[config.mk]
export PLATFORM = sky130hd
export DESIGN_NAME = dmem_mmio_responder_flat
export DESIGN_NICKNAME = d
export VERILOG_FILES = /design/src/rtl/dmem_mmio_responder_if.sv /design/src/rtl/dmem_mmio_responder.sv /design/src/flat_wrapper.sv
export SDC_FILE = /design/constraint.sdc
export NUM_CORES = 2
export LEC_CHECK = 0
export CORE_AREA = 8 8 490 492
export CTS_BUF_LIST = sky130_fd_sc_hd__clkbuf_4 sky130_fd_sc_hd__clkbuf_8 sky130_fd_sc_hd__clkbuf_16
export CTS_CLUSTER_DIAMETER = 100
export DETAILED_ROUTE_END_ITERATION = 8
export DIE_AREA = 0 0 498 500
export GPL_TIMING_DRIVEN = 1
export PLACE_DENSITY_LB_ADDON = 0.25
export SLEW_MARGIN = 20
export SYNTH_ARGS = -nofsm -noshare
export SYNTH_HDL_FRONTEND = slang
export SYNTH_SLANG_ARGS = --single-unit
[constraint.sdc]
create_clock -name clk -period 4.7 [get_ports clk]
set_input_delay 0.47 -clock clk [delete_from_list [all_inputs] [get_ports clk]]
set_output_delay 0.47 -clock clk [all_outputs]
set_load 0.01 [all_outputs]
[src/rtl/dmem_mmio_responder_if.sv]
// Data-port and console-drain bundle of dmem_mmio_responder.
// The slave modport is the responder side; master is the core/drain side.
interface dmem_mmio_responder_if;
    logic        MemWrite;
    logic [31:0] ALUResult;
    logic [31:0] WriteData;
    logic [31:0] ReadData;
    logic        tx_valid;
    logic [7:0]  tx_data;
    logic        tx_ready;
    logic        timer_irq;
    logic        bus_err;

    modport slave (
        input  MemWrite, ALUResult, WriteData, tx_ready,
        output ReadData, tx_valid, tx_data, timer_irq, bus_err
    );

    modport master (
        output MemWrite, ALUResult, WriteData, tx_ready,
        input  ReadData, tx_valid, tx_data, timer_irq, bus_err
    );
endinterface

[src/rtl/dmem_mmio_responder.sv]
// Data RAM, console TX FIFO and optional cycle timer behind the single-cycle core's data port.
// Define DMEM_MMIO_TIMER_EN to build the TIMER / TIMER_CMP registers and timer_irq.
module dmem_mmio_responder #(
    parameter int MEM_WORDS  = 64,
    parameter int FIFO_DEPTH = 4
) (
    input  logic                 clk,
    input  logic                 reset,
    dmem_mmio_responder_if.slave bus
);
    localparam int AW = $clog2(MEM_WORDS);
    localparam int PW = $clog2(FIFO_DEPTH);
    localparam int CW = PW + 1;

    localparam logic [31:0] CONS_DATA = 32'h8000_0000;
    localparam logic [31:0] CONS_STAT = 32'h8000_0004;

    logic [31:0]   ram [MEM_WORDS];
    logic [7:0]    fifo_q [FIFO_DEPTH];
    logic [PW-1:0] wr_ptr_q, wr_ptr_d, rd_ptr_q, rd_ptr_d;
    logic [CW-1:0] count_q, count_d;
    logic          ovf_q, ovf_d;
    logic          berr_q, berr_d;

    logic          aligned, sel_ram, sel_cdata, sel_cstat, sel_tmr, sel_cmp, mapped;
    logic [AW-1:0] ram_idx;
    logic          push, pop, accept, full, empty;
    logic [31:0]   stat, rdata;

    // Every mapped location is a full aligned address, so only the RAM window needs the alignment test.
    assign aligned   = (bus.ALUResult[1:0] == 2'b00);
    assign sel_ram   = aligned && ((bus.ALUResult >> (AW + 2)) == 32'd0);
    assign sel_cdata = (bus.ALUResult == CONS_DATA);
    assign sel_cstat = (bus.ALUResult == CONS_STAT);
    assign ram_idx   = bus.ALUResult[AW+1:2];

`ifdef DMEM_MMIO_TIMER_EN
    localparam logic [31:0] TIMER     = 32'h8000_0008;
    localparam logic [31:0] TIMER_CMP = 32'h8000_000C;
    assign sel_tmr = (bus.ALUResult == TIMER);
    assign sel_cmp = (bus.ALUResult == TIMER_CMP);
`else
    assign sel_tmr = 1'b0;
    assign sel_cmp = 1'b0;
`endif

    // CONS_STAT is mapped but read-only: a store to it is silently dropped, not a bus error.
    assign mapped = sel_ram || sel_cdata || sel_cstat || sel_tmr || sel_cmp;

    assign full   = (count_q == CW'(FIFO_DEPTH));
    assign empty  = (count_q == '0);
    assign push   = bus.MemWrite && sel_cdata;
    assign pop    = !empty && bus.tx_ready;
    // A pop in the same cycle frees the slot the push lands in, so a full FIFO still accepts.
    assign accept = push && (!full || pop);

    always_comb begin
        wr_ptr_d = wr_ptr_q + PW'(accept);
        rd_ptr_d = rd_ptr_q + PW'(pop);
        count_d  = count_q + CW'(accept) - CW'(pop);
        ovf_d    = ovf_q || (push && !accept);
        berr_d   = berr_q || (bus.MemWrite && !mapped);
    end

    always_ff @(posedge clk or posedge reset) begin
        if (reset) begin
            wr_ptr_q <= '0;
            rd_ptr_q <= '0;
            count_q  <= '0;
            ovf_q    <= 1'b0;
            berr_q   <= 1'b0;
            for (int i = 0; i < FIFO_DEPTH; i++) fifo_q[i] <= '0;
        end else begin
            wr_ptr_q <= wr_ptr_d;
            rd_ptr_q <= rd_ptr_d;
            count_q  <= count_d;
            ovf_q    <= ovf_d;
            berr_q   <= berr_d;
            if (accept) fifo_q[wr_ptr_q] <= bus.WriteData[7:0];
        end
    end

    always_ff @(posedge clk) begin
        if (bus.MemWrite && sel_ram) ram[ram_idx] <= bus.WriteData;
    end

`ifdef DMEM_MMIO_TIMER_EN
    logic [31:0] timer_q, timer_d, cmp_q, cmp_d;
    logic        irq_q, irq_d;

    // A compare write re-arms the flag even on the edge that would otherwise match.
    always_comb begin
        timer_d = (bus.MemWrite && sel_tmr) ? bus.WriteData : timer_q + 32'd1;
        cmp_d   = (bus.MemWrite && sel_cmp) ? bus.WriteData : cmp_q;
        if (bus.MemWrite && sel_cmp) irq_d = 1'b0;
        else                         irq_d = irq_q || (timer_q == cmp_q);
    end

    always_ff @(posedge clk or posedge reset) begin
        if (reset) begin
            timer_q <= 32'd0;
            cmp_q   <= 32'hFFFF_FFFF;
            irq_q   <= 1'b0;
        end else begin
            timer_q <= timer_d;
            cmp_q   <= cmp_d;
            irq_q   <= irq_d;
        end
    end

    assign bus.timer_irq = irq_q;
`else
    assign bus.timer_irq = 1'b0;
`endif

    assign stat = {23'd0, 5'(count_q), 1'b0, ovf_q, empty, full};

    always_comb begin
        rdata = 32'd0;
        if (sel_ram)        rdata = ram[ram_idx];
        else if (sel_cstat) rdata = stat;
`ifdef DMEM_MMIO_TIMER_EN
        else if (sel_tmr)   rdata = timer_q;
        else if (sel_cmp)   rdata = cmp_q;
`endif
    end

    assign bus.ReadData = rdata;
    assign bus.tx_valid = !empty;
    assign bus.tx_data  = fifo_q[rd_ptr_q];
    assign bus.bus_err  = berr_q;
endmodule

[src/flat_wrapper.sv]
// flat-port wrapper written by rule: the top's interface ports become plain ports
module dmem_mmio_responder_flat 
#(
    parameter int MEM_WORDS  = 64,
    parameter int FIFO_DEPTH = 4
)
  (clk, reset, bus_MemWrite, bus_ALUResult, bus_WriteData, bus_tx_ready, bus_ReadData, bus_tx_valid, bus_tx_data, bus_timer_irq, bus_bus_err);
  dmem_mmio_responder_if bus_i ();
  input  logic clk;
  input  logic reset;
  input wire logic [$bits(bus_i.MemWrite)-1:0] bus_MemWrite;
  input wire logic [$bits(bus_i.ALUResult)-1:0] bus_ALUResult;
  input wire logic [$bits(bus_i.WriteData)-1:0] bus_WriteData;
  input wire logic [$bits(bus_i.tx_ready)-1:0] bus_tx_ready;
  output wire logic [$bits(bus_i.ReadData)-1:0] bus_ReadData;
  output wire logic [$bits(bus_i.tx_valid)-1:0] bus_tx_valid;
  output wire logic [$bits(bus_i.tx_data)-1:0] bus_tx_data;
  output wire logic [$bits(bus_i.timer_irq)-1:0] bus_timer_irq;
  output wire logic [$bits(bus_i.bus_err)-1:0] bus_bus_err;
  assign bus_i.MemWrite = bus_MemWrite;
  assign bus_i.ALUResult = bus_ALUResult;
  assign bus_i.WriteData = bus_WriteData;
  assign bus_i.tx_ready = bus_tx_ready;
  assign bus_ReadData = bus_i.ReadData;
  assign bus_tx_valid = bus_i.tx_valid;
  assign bus_tx_data = bus_i.tx_data;
  assign bus_timer_irq = bus_i.timer_irq;
  assign bus_bus_err = bus_i.bus_err;
  dmem_mmio_responder #(.MEM_WORDS(MEM_WORDS), .FIFO_DEPTH(FIFO_DEPTH)) u_core (.clk(clk), .reset(reset), .bus(bus_i));
endmodule
======== After elaboration in Yosys (flattened, before gate mapping) ========
Memories as Yosys holds them, arrays and structs flattened.
Cells that the tools add are included.
word-level totals
  output and inout port bits .............. 43
  bits in writable memories ............... 2048
  memories kept ........................... 1
  flip-flop bits (word level) ............. 41
  logic and storage cells ................. 52
cells by class
  reductions and logical operators ........ 20
  equality and inequality tests ........... 3
  multiplexer cells ....................... 10
  magnitude comparators ................... 3
  add/subtract/negate cells ............... 4
  bitwise gates (word level) .............. 2
memory list
  memory      depth  bits a word  rd ports  clocked after Yosys merged registers in  write ports  RTL line                   source
  u_core.ram  64     32           1         0                                        1            dmem_mmio_responder.sv:18  logic [31:0] ram [MEM_WORDS];
operators by type and width
  operator                                                                      number
  32-bit == test, second input constant                                         2
  32-bit bitwise mux                                                            1
  32-bit logical NOT                                                            1
  32-bit 2-to-1 mux                                                             1
  8-bit 2-to-1 mux                                                              3
  8-bit binary-select mux with 2-bit select                                     1
  8-bit demux with 2-bit select                                                 1
  1-bit logical AND                                                             8
  7-bit 2-to-1 mux                                                              1
  3-bit >= comparator, second input constant                                    2
  2-bit inverter with 3-bit output                                              2
  1-bit logical OR                                                              5
  2-bit by 1-bit adder with 2-bit output                                        2
  1-bit logical NOT                                                             4
  3-bit by 1-bit adder with 3-bit output                                        1
  3-bit == test, second input constant                                          1
  3-bit logical NOT                                                             1
  3-bit by 1-bit less-than comparator with 1-bit output, second input constant  1
  3-bit by 1-bit subtractor with 3-bit output                                   1
  2-bit logical NOT                                                             1
  1-bit 2-to-1 mux                                                              2

======== Logic depth before layout (Yosys ltp) ========
  word-level depth ........................ 8
  mapped depth ............................ 11
  gate-level depth less buffers ........... 10

======== Worst setup path before layout ========
Ideal clock, no wire load.
  path kind ............................... input -> register
  from .................................... input port bus_ALUResult[3]
  to ...................................... memory u_core.ram[11][0], enable pin
  path buffers ............................ 5
  slack ................................... 1058 ps
  required time ........................... 4279 ps
  arrival ................................. 3221 ps
  stages on the path ...................... 7
  cell sequence ........................... buf_2 > buf_2 > buf_2 > buf_2 > clkbuf_1 > nand3_1 > nor2_1
RTL lines
  element             RTL line                   source
  start: declaration  flat_wrapper.sv:12         input wire logic [$bits(bus_i.ALUResult)-1:0] bus_ALUResult;
  end: declaration    dmem_mmio_responder.sv:18
No word-level cell before the write port.

======== Final worst setup path ========
  from .................................... input port bus_ALUResult[4]
  to ...................................... output port bus_ReadData[23]
between the ends
  longest elaborated chain between the ends .. 2
ends and longest elaborated chain
  element                  RTL line                    source
  memory read 64 x 32 bit  n/a
  32-bit 2-to-1 mux        dmem_mmio_responder.sv:120  if (sel_ram) rdata = ram[ram_idx];
  end: declaration         flat_wrapper.sv:15          output wire logic [$bits(bus_i.ReadData)-1:0] bus_ReadData;
No other way between the ends.

==> results.txt <==
The number of global-route vias before repair was 40.98k. In the layout the commonest cells are sky130_fd_sc_hd__edfxtp_1 (2048), sky130_fd_sc_hd__mux4_2 (462), sky130_fd_sc_hd__buf_4 (258), sky130_fd_sc_hd__mux2i_1 (216), sky130_fd_sc_hd__clkbuf_16 (205). The share of cells above drive strength 1 came out at 29.10%.

The first global-routing pass estimated 322.9 mm of wire. Counting every sink on the clock net gives 2089. The number of flops mapped to enable cells by yosys is 2048. The final antenna-violating net count is 0.

The aggregate global routing overflow is 0. The number of standard cells after synthesis came out at 3740. The pin count of the biggest net entering global routing came out at 69. The via count is 40.41k. The number of different library cells used by synthesis comes to 64. The critical path starts at bus_ALUResult[4]. The number of nets produced by synthesis is 3813. The largest individual stage delay along the critical path comes from the cell sky130_fd_sc_hd__clkdlybuf4s50_1. The fmax came out at 220.0 MHz.

For this run, design rule violations remaining after detail routing come to 0. The number of antenna violations at the first check in global routing is 9. The count of pins on the block boundary is 111. The instance area at placement came out at 0.08815 mm^2. In this run the post-CTS setup repair buffer count came out at 0.

The largest single stage delay on the critical path is 0.69 ns. In the synthesized netlist the dominant register cell turns out to be sky130_fd_sc_hd__edfxtp_1. Before CTS, the worst setup slack after placement is 0.1514 ns. The ratio of routed vias to standard cells is 5.483.

The final worst hold slack is 0.06525 ns. The critical path is of the in -> out type. The static power due to leakage came out at 30.28 nW. The final routed wirelength across all metal layers is 230.1 mm. The synthesized area is 0.08076 mm^2.

The H-tree depth is 4. The number of buffers between clock root and the deepest sink came out at 3. The critical path ends at bus_ReadData[23].

The width of the die came out at 498 um. The worst supply voltage drop on vdd is 425.8 uV. The area of the placeable core is 0.2319 mm^2.

The worst path needs 4.546 ns of the cycle, external delays included. The slew at the pin closest to its max-slew limit is 0.8804 ns. The die boundary height is 500 um. The library cell used most frequently in the layout, excluding fill and tap cells, is sky130_fd_sc_hd__edfxtp_1.

The core utilization of the finished layout came out at 40.94%. The initial core utilization came out at 34.83%. Setup repair after global routing left no endpoint under its margin.

The share of the Yosys chip area taken by registers is 77.42%. The run finished with clean final reports. The total die area is 0.2490 mm^2.

The number of storage elements in the synthesis netlist is 2089. The filler cell count in the final layout is 20.12k. Headroom to the max-slew limit came out at 41.03%. The TritonCTS clock tree is yes.

The worst path arrival time is 4.08 ns. The total clock buffers created by CTS is 203. The hold violation total from the final report is 0. The layout overhead on the synthesized area is 17.54%. In the post-route analysis, the smallest setup slack over all paths is 0.1539 ns. The clock root buffer master is sky130_fd_sc_hd__clkbuf_16. The reg2reg setup slack is 2.18 ns. In this run the tool buffered the top-level ports with 109 buffer cells. The final period utilization is 96.73%. The worst register-to-register path begins at u_core.count_q[2]. Counting flops with an async set or reset pin after synthesis yields a share of 1.963%. The final cell count without fillers is 7370. Global routing used 18.00% of the available tracks. The total chip power is 38.95 mW. The most numerous cell type found on the critical path is sky130_fd_sc_hd__buf_4. The signal on the critical path passes through buf_8 -> inv_6 -> buf_4 -> mux2i_1 -> o22ai_1 -> nor2_1 -> buf_4 -> a21oi_1 -> clkdlybuf4s50_1. The ratio of total power to cell area came out at 410.4 mW/mm^2. The count of cells resized by post-cts repair came out at 0.

The DRC marker count from the first detailed-route iteration came out at 4423. The final cell area excluding filler cells came out at 0.09492 mm^2. The worst setup path is captured at an output port. For this run, the post-layout net count is 4235. The critical register-to-register path endpoint is u_core.count_q[2]. The maximum fanout along the worst path came out at 41.

After detailed placement, the design holds a cell count of 7000. The number of hold buffers added after CTS came out at 0. The number of warning messages in the yosys log is 0.

The max-capacitance violation count is 0. The total negative setup slack is 0 ns. The register clock-pin slew on the reported worst setup and hold paths is 0.06 ns. At the worst endpoint, the required time is 4.23 ns. Across the routed clock network, the largest skew measured is 0.01941 ns. The worst hold path belongs to the class in -> async. The mean routed wirelength per cell is 31.22 um. The congestion estimate from routability-driven global placement came to 0.8248. The detailed-router iteration count before antenna repair is 5.

Setup violations remaining at the end of the flow were counted as 0. The final count of pins violating max slew came to 0. Row generation in the floorplan step produced 177 rows. The source-to-sink clock delay at the later pin of the worst-skew pair is 0.83 ns. The number of cell instances on the worst register-to-register path is 9. The detailed placement HPWL came out at 136.8 mm.

The average footprint of a synthesized cell came out at 21.59 um^2. The kind of launch point of the worst setup path is an input port.
## routing by layer
layer / GRT usage, % / part of all wire (%) / up-vias
met5: 0 / 0.010 / -
met4: 4.901 / 2.5 / 4
met3: 2.715 / 5.8 / 293
met2: 30.18 / 49 / 1434
met1: 24.67 / 42 / 22120
li1: - / - / 16560
## cell usage after synthesis, types with 30 or more instances
cell | count | area share, %
sky130_fd_sc_hd__a211oi_1 | 33 | 0.31
sky130_fd_sc_hd__buf_2 | 61 | 0.38
sky130_fd_sc_hd__mux2_2 | 30 | 0.42
sky130_fd_sc_hd__edfxtp_1 | 2048 | 76
sky130_fd_sc_hd__mux4_2 | 462 | 13
sky130_fd_sc_hd__dfrtp_1 | 41 | 1.3
sky130_fd_sc_hd__nor2b_1 | 41 | 0.32
sky130_fd_sc_hd__a31oi_1 | 31 | 0.24
sky130_fd_sc_hd__buf_4 | 30 | 0.28
sky130_fd_sc_hd__nand2_1 | 126 | 0.59
sky130_fd_sc_hd__o21ai_0 | 37 | 0.23
sky130_fd_sc_hd__clkbuf_1 | 82 | 0.38
sky130_fd_sc_hd__nor2_1 | 112 | 0.52
sky130_fd_sc_hd__mux2i_1 | 216 | 2.7
sky130_fd_sc_hd__a22oi_1 | 65 | 0.60
sky130_fd_sc_hd__a21oi_1 | 61 | 0.38
sky130_fd_sc_hd__o22ai_1 | 46 | 0.36
## registers in the layout (all words and copies together), names as in the netlist
name and flops:
u_core.rd_ptr_q 2, u_core.ovf_q 1, u_core.fifo_q 32, u_core.count_q 3
u_core.bus.bus_err 1, u_core.ram 2048, u_core.wr_ptr_q 2
## critical path: cells and delay by family
| family | cells | cell delay [ns] |
|---|---|---|
| buf+inv | 5 | 1.93 |
| mux | 1 | 0.19 |
| simple gates | 1 | 0.08 |
| compound gates | 2 | 1.27 |
## kinds of logic after synthesis
logic type	Yosys count	synth area share, %
compound gates	333	2.758
xor+xnor	4	0.04339
fa+ha+maj	5	0.08676
buf+inv	216	1.368
flops	2089	77.42
mux	718	16.17
other cells	1	0.004643
simple gates	374	2.154
## worst min-delay path by stage
| stage | endpoint | slack [ns] | cells after the start | start |
|---|---|---|---|---|
| 4_1_cts | u_core.count_q[1] | 0.03 | 3 | reset |
| 6_report | u_core.bus.bus_err | 0.07 | 3 | reset |
| 2_1_floorplan | u_core.ovf_q | 0.44 | 1 | u_core.ovf_q |
| 5_1_grt | u_core.fifo_q[13] | 0.1 | 3 | reset |
| 3_5_place_dp | u_core.bus.bus_err | 0.45 | 1 | u_core.bus.bus_err |
| 3_3_place_gp | u_core.bus.bus_err | 0.45 | 1 | u_core.bus.bus_err |
## where the power goes
part	total [mW]	switching, mW	internal (mW)
combinational	1.94	1.19	0.748
clock	16.5	7.02	9.47
sequential	20.5	0.0634	20.5
## final cells by class
type | instances | area, um^2 | area share [%]
Sequential cell | 2089 | 62530 | 65.87
Multi-Input combinational cell | 1435 | 17620 | 18.56
Clock buffer | 240 | 5393 | 5.681
Timing Repair Buffer | 424 | 4189 | 4.413
Tap cell | 3043 | 3807 | 4.011
Clock inverter | 126 | 1339 | 1.410
Inverter | 9 | 38.79 | 0.04086
Antenna cell | 4 | 10.01 | 0.01055
No activity file was read; power rests on OpenSTA's default activity.
